### src/rtl/uart_rx.sv
// uart_rx: asynchronous serial receiver (start bit, DATA_WIDTH data bits LSB
// first, one stop bit, no parity). It samples each bit near mid-period and
// validates the stop bit.
//
// Ports
//   clk        system clock; all logic runs on the rising edge
//   arst       asynchronous reset, active-high
//   rx         serial line, idles high, asynchronous to clk
//   data       last good received word; held until the next good frame
//   dv         one-cycle pulse when data is updated
//   frame_err  one-cycle pulse when the stop bit is sampled low (frame dropped)
//   active     high from start-bit detect until the frame is finished
//
// state   | meaning
// --------+-------------------------------------------------------------
// IDLE    | line idle, waiting for rx_s low
// START   | timing to mid start bit, rejecting short glitches
// DATA    | sampling data bits one bit period apart
// STOP    | sampling the stop bit, publishing data or flagging an error
// CLEANUP | one cycle to drop the pulses before re-arming
module uart_rx #(
    parameter int CLOCK_RATE = 100_000_000,
    parameter int BAUD_RATE  = 115_200,
    parameter int DATA_WIDTH = 8
) (
    input  logic                  clk,
    input  logic                  arst,
    input  logic                  rx,
    output logic [DATA_WIDTH-1:0] data,
    output logic                  dv,
    output logic                  frame_err,
    output logic                  active
);

    localparam int N  = CLOCK_RATE / BAUD_RATE;
    localparam int H  = (N - 1) / 2;
    localparam int CW = $clog2(N);
    localparam int BW = (DATA_WIDTH > 1) ? $clog2(DATA_WIDTH) : 1;

    localparam logic [CW-1:0] CNT_H    = CW'(H);
    localparam logic [CW-1:0] CNT_LAST = CW'(N - 1);
    localparam logic [BW-1:0] BIT_LAST = BW'(DATA_WIDTH - 1);

    typedef enum logic [2:0] {
        IDLE    = 3'd0,
        START   = 3'd1,
        DATA    = 3'd2,
        STOP    = 3'd3,
        CLEANUP = 3'd4
    } state_t;

    state_t                state, state_nxt;
    logic [1:0]            sync;
    logic                  rx_s;
    logic [CW-1:0]         clk_cnt, clk_cnt_nxt;
    logic [BW-1:0]         bit_cnt, bit_cnt_nxt;
    logic [DATA_WIDTH-1:0] shreg, shreg_nxt;
    logic [DATA_WIDTH-1:0] data_nxt;
    logic                  dv_nxt, frame_err_nxt, active_nxt;

    // Two-flop synchroniser; resets to the idle level so that a reset
    // never looks like a start edge.
    always_ff @(posedge clk or posedge arst) begin
        if (arst) begin
            sync <= 2'b11;
        end else begin
            sync <= {sync[0], rx};
        end
    end

    assign rx_s = sync[1];

    always_ff @(posedge clk or posedge arst) begin
        if (arst) begin
            state     <= IDLE;
            clk_cnt   <= '0;
            bit_cnt   <= '0;
            shreg     <= '0;
            data      <= '0;
            dv        <= 1'b0;
            frame_err <= 1'b0;
            active    <= 1'b0;
        end else begin
            state     <= state_nxt;
            clk_cnt   <= clk_cnt_nxt;
            bit_cnt   <= bit_cnt_nxt;
            shreg     <= shreg_nxt;
            data      <= data_nxt;
            dv        <= dv_nxt;
            frame_err <= frame_err_nxt;
            active    <= active_nxt;
        end
    end

    always_comb begin
        state_nxt     = state;
        clk_cnt_nxt   = clk_cnt;
        bit_cnt_nxt   = bit_cnt;
        shreg_nxt     = shreg;
        data_nxt      = data;
        dv_nxt        = 1'b0;
        frame_err_nxt = 1'b0;
        active_nxt    = active;

        case (state)
            IDLE: begin
                clk_cnt_nxt = '0;
                bit_cnt_nxt = '0;
                active_nxt  = 1'b0;
                if (!rx_s) begin
                    // The detect cycle itself counts as the first clock of
                    // the start bit, so the half-bit check lands H clocks
                    // after the edge is first seen.
                    state_nxt   = START;
                    clk_cnt_nxt = CW'(1);
                    active_nxt  = 1'b1;
                end
            end

            START: begin
                if (clk_cnt == CNT_H) begin
                    clk_cnt_nxt = '0;
                    if (!rx_s) begin
                        state_nxt = DATA;
                    end else begin
                        state_nxt  = IDLE;
                        active_nxt = 1'b0;
                    end
                end else begin
                    clk_cnt_nxt = clk_cnt + CW'(1);
                end
            end

            DATA: begin
                if (clk_cnt == CNT_LAST) begin
                    clk_cnt_nxt        = '0;
                    shreg_nxt[bit_cnt] = rx_s;
                    if (bit_cnt == BIT_LAST) begin
                        bit_cnt_nxt = '0;
                        state_nxt   = STOP;
                    end else begin
                        bit_cnt_nxt = bit_cnt + BW'(1);
                    end
                end else begin
                    clk_cnt_nxt = clk_cnt + CW'(1);
                end
            end

            STOP: begin
                if (clk_cnt == CNT_LAST) begin
                    clk_cnt_nxt = '0;
                    state_nxt   = CLEANUP;
                    active_nxt  = 1'b0;
                    if (rx_s) begin
                        data_nxt = shreg;
                        dv_nxt   = 1'b1;
                    end else begin
                        frame_err_nxt = 1'b1;
                    end
                end else begin
                    clk_cnt_nxt = clk_cnt + CW'(1);
                end
            end

            CLEANUP: begin
                state_nxt  = IDLE;
                active_nxt = 1'b0;
            end

            default: begin
                state_nxt   = IDLE;
                clk_cnt_nxt = '0;
                bit_cnt_nxt = '0;
                active_nxt  = 1'b0;
            end
        endcase
    end

endmodule
### config.mk
export PLATFORM = sky130hd
export DESIGN_NAME = uart_rx
export DESIGN_NICKNAME = d
export VERILOG_FILES = /design/src/rtl/uart_rx.sv
export SDC_FILE = /design/constraint.sdc
export NUM_CORES = 1
export LEC_CHECK = 0
export CORE_ASPECT_RATIO = 0.9
export CORE_MARGIN = 2
export CORE_UTILIZATION = 56
export CTS_CLUSTER_DIAMETER = 60
export DETAILED_ROUTE_END_ITERATION = 7
export PLACE_DENSITY_LB_ADDON = 0.25
export SLEW_MARGIN = 40
export SYNTH_ARGS = -nofsm -noshare
export SYNTH_HDL_FRONTEND = slang
export SYNTH_SLANG_ARGS = --single-unit
### constraint.sdc
create_clock -name clk -period 2.7 [get_ports clk]
set_input_delay 0.27 -clock clk [delete_from_list [all_inputs] [get_ports clk]]
set_output_delay 0.27 -clock clk [all_outputs]
set_load 0.005 [all_outputs]
==> impl_metrics.yaml <==
sta:
  max_slew_margin_pct: 49.7
  fin_setup_tns_ns: 0
  setup_viol: 0
  worst_slack_ns: 0.538
  slew_viol_final: 0
  finalClockSkew_ns: 0.00934
  holdWs_ns: 0.190
  period_minus_slack_ns: 2.16
  hold_violations: 0
  worst_pin_slew_ns: 0.750
  max_freq_ghz: 0.463
  rsz0062_at_grt: "false"
  fin_crit_sh_pct: 80.1
clocking:
  htreeDepth: 2
  cts.path.max_buffers: 2
  post_cts_buffers: 0
  clk_latency_ns: 0.33
  cts_buffers: 5
  post_cts_resized: 0
  cts-root-buf: "clkbuf_4"
  clk_pin_slew_ns: 0.11
  cts_tree: "done"
  cts_sinks: 37
  postCtsHoldBufs: 0
synth:
  synth_top_area_share_pct: 49.3
  syn_area_sq_um: 1780
  syn_area_per_cell_sq_um: 10.2
  ys_ff_latch: 37
  yosys.area.top_type: "dfrtp_1"
  yosysUniqueCellTypes: 34
  synth_adder_area_share_pct: 2.81
  synth-compound-area-share_pct: 8.59
  syn_inst: 174
  synth-simple-area-share_pct: 23.4
  synth.area.mux_share_pct: 10.7
  synth_top_family_by_area: "simple AND/OR/NAND/NOR gates"
  netlist_top_cells_area: "dfrtp_1 (49%), mux2_2 (10%), nand2_1 (4.9%)"
  yosysWarnings: 0
  syn-num-nets: 181
  synth_xor_xnor_area_share_pct: 0
  ys_seq_area_share_pct: 52.2
floorplanning:
  pin_count: 14
  die_w_um: 63.4
  core-area_sq_um: 3040
  start_util_pct: 58.4
  fp.dieH_um: 57.5
  rows: 19
  dieArea_sq_um: 3640
pwr:
  powerDensity_nw_per_um2: 472
  ir_worst_vdd_mv: 0.346
  p_leak_nw: 0.914
  finalPower_mw: 0.968
setup_path:
  critPathMaxStageDelay_ns: 0.45
  path_max_fanout: 6
  path_cells: "or3b_4 > nor3_2 > nand4b_1 > nor3_1 > mux2_2"
  critPathKind: "reg -> reg"
  required_ns: 2.91
  worst_ep_arrival_time_ns: 2.38
  cpMaxStageDelayCell: "dfrtp_1"
  startpoint_type: "register"
  critPathCaptureType: "register"
final_layout:
  design_area_sq_um: 2050
  layout_common_cells: "dfrtp_1 (35), nand2_1 (23), mux2_2 (16)"
  multi_input_area_sq_um: 815
  synthToLayoutAreaGrowth_pct: 15.4
  n_fill_cell: 263
  nets: 199
  fin_cells: 235
  layout_commonest_cell: "dfrtp_1"
  antenna_cells: 0
  layout.area.seq_sq_um: 928
  drive_gt1_share_pct: 17.1
  final_util_pct: 67.4
route:
  viasPerCell: 5.63
  vias: 1324
  avgRoutedWirePerCell_um: 14.6
  drtAntennaViolNets: 0
  drt_pass1_iterations: 4
  drt_iter0_markers: 93
  drc: 0
  wl_um: 3440
placement:
  io_buffers: 13
  place_congestion: 0.843
  dpl.cell_count: 227
  placed_area_sq_um: 1970
  dp_hpwl_um: 2470
  post-place-ws_ns: 0.570
grt:
  grt_max_degree: 30
  grt_pass1_vias: 1385
  overflow: 0
  grt_usage_pct: 22.4
  grt_pass1_wl_um: 6330
  antenna_found_initial: 0
job:
  cap_viol_max_count: 0
run_status:
  status: "completed"
min_path:
  hold_path.class: "in -> async"
==> worst paths after layout <==
kind	start	to	slack, ns	cells past startpoint
max reg2reg	clk_cnt[3]	shreg[1]	0.54	5
max	clk_cnt[3]	shreg[1]	0.54	5
min in group clk	rx	sync[0]	0.34	1
min	arst	clk_cnt[8]	0.19	2
max in group asynchronous	arst	sync[1]	1.80	3
min reg2reg	sync[0]	sync[1]	0.37	0
==> synth_stat cells <==
master / number
nand2_1: 23
a21o_1: 1
nor2_1: 15
dfstp_2: 2
or4bb_1: 1
a22oi_1: 3
o21ai_0: 13
nand4bb_1: 1
inv_1: 5
o21ai_1: 1
dfrtp_1: 35
and2_1: 1
o211ai_1: 1
or3_1: 2
nand3b_1: 2
ha_1: 4
a21oi_1: 5
nor4_1: 4
buf_2: 2
nand4_1: 1
or4_4: 1
nor3_2: 1
nand2b_1: 2
o21a_1: 1
nand3_1: 9
a31oi_1: 2
and3_1: 2
or3b_4: 1
mux2_2: 16
clkbuf_1: 3
mux2i_1: 1
nor2_8: 1
nor3_1: 11
nand4b_1: 1
==> worst max-delay path: cells and delay by family, from the launching register on <==
kind,cells,cell delay (ns)
AND/OR/NAND/NOR,4,1.23
flip-flops,1,0.45
multiplexers,1,0.36
==> report_power, final <==
group          leakage (nW)  switching, mW  internal, mW
Sequential            0.485        0.00317         0.557
Combinational         0.383         0.0111       0.00436
Clock                0.0455          0.171         0.221
Total                 0.914          0.185         0.782
==> sequential cells by signal, summed over array words and instances, names as in the netlist <==
| name | cells |
|---|---|
| bit_cnt | 3 |
| data | 8 |
| state | 3 |
| active | 1 |
| shreg | 8 |
| sync | 2 |
| dv | 1 |
| clk_cnt | 10 |
| frame_err | 1 |
==> cells by family (layout without fill, tap and decap cells) <==
family	Yosys count	in the layout
AND/OR/NAND/NOR	79	79
flip-flops	37	37
AO/OA/AOI/OAI	27	27
multiplexers	17	17
buffers and inverters	10	29
adder cells (fa/ha/maj)	4	4
==> layer usage <==
| layer | global-route usage, % | vias up | share of wire (%) | wire length [um] |
|---|---|---|---|---|
| met5 | 0 | - | 0 | 0 |
| met4 | 8.39 | 0 | 0.47 | 16 |
| met3 | 4.93 | 2 | 3.3 | 112 |
| met2 | 35.9 | 22 | 50 | 1720 |
| met1 | 30.2 | 642 | 46 | 1590 |
| li1 | - | 658 | - | - |
==> area by class of cell <==
| cell class | count | share of cell area (%) |
|---|---|---|
| clock inverter | 1 | 1.46 |
| multi-input combinational | 127 | 39.7 |
| clock buffer | 7 | 2.68 |
| tap | 42 | 2.56 |
| inverter | 5 | 0.915 |
| sequential | 37 | 45.2 |
| timing repair buffer | 16 | 7.44 |
Note: power is estimated with default switching activity, not from simulation.
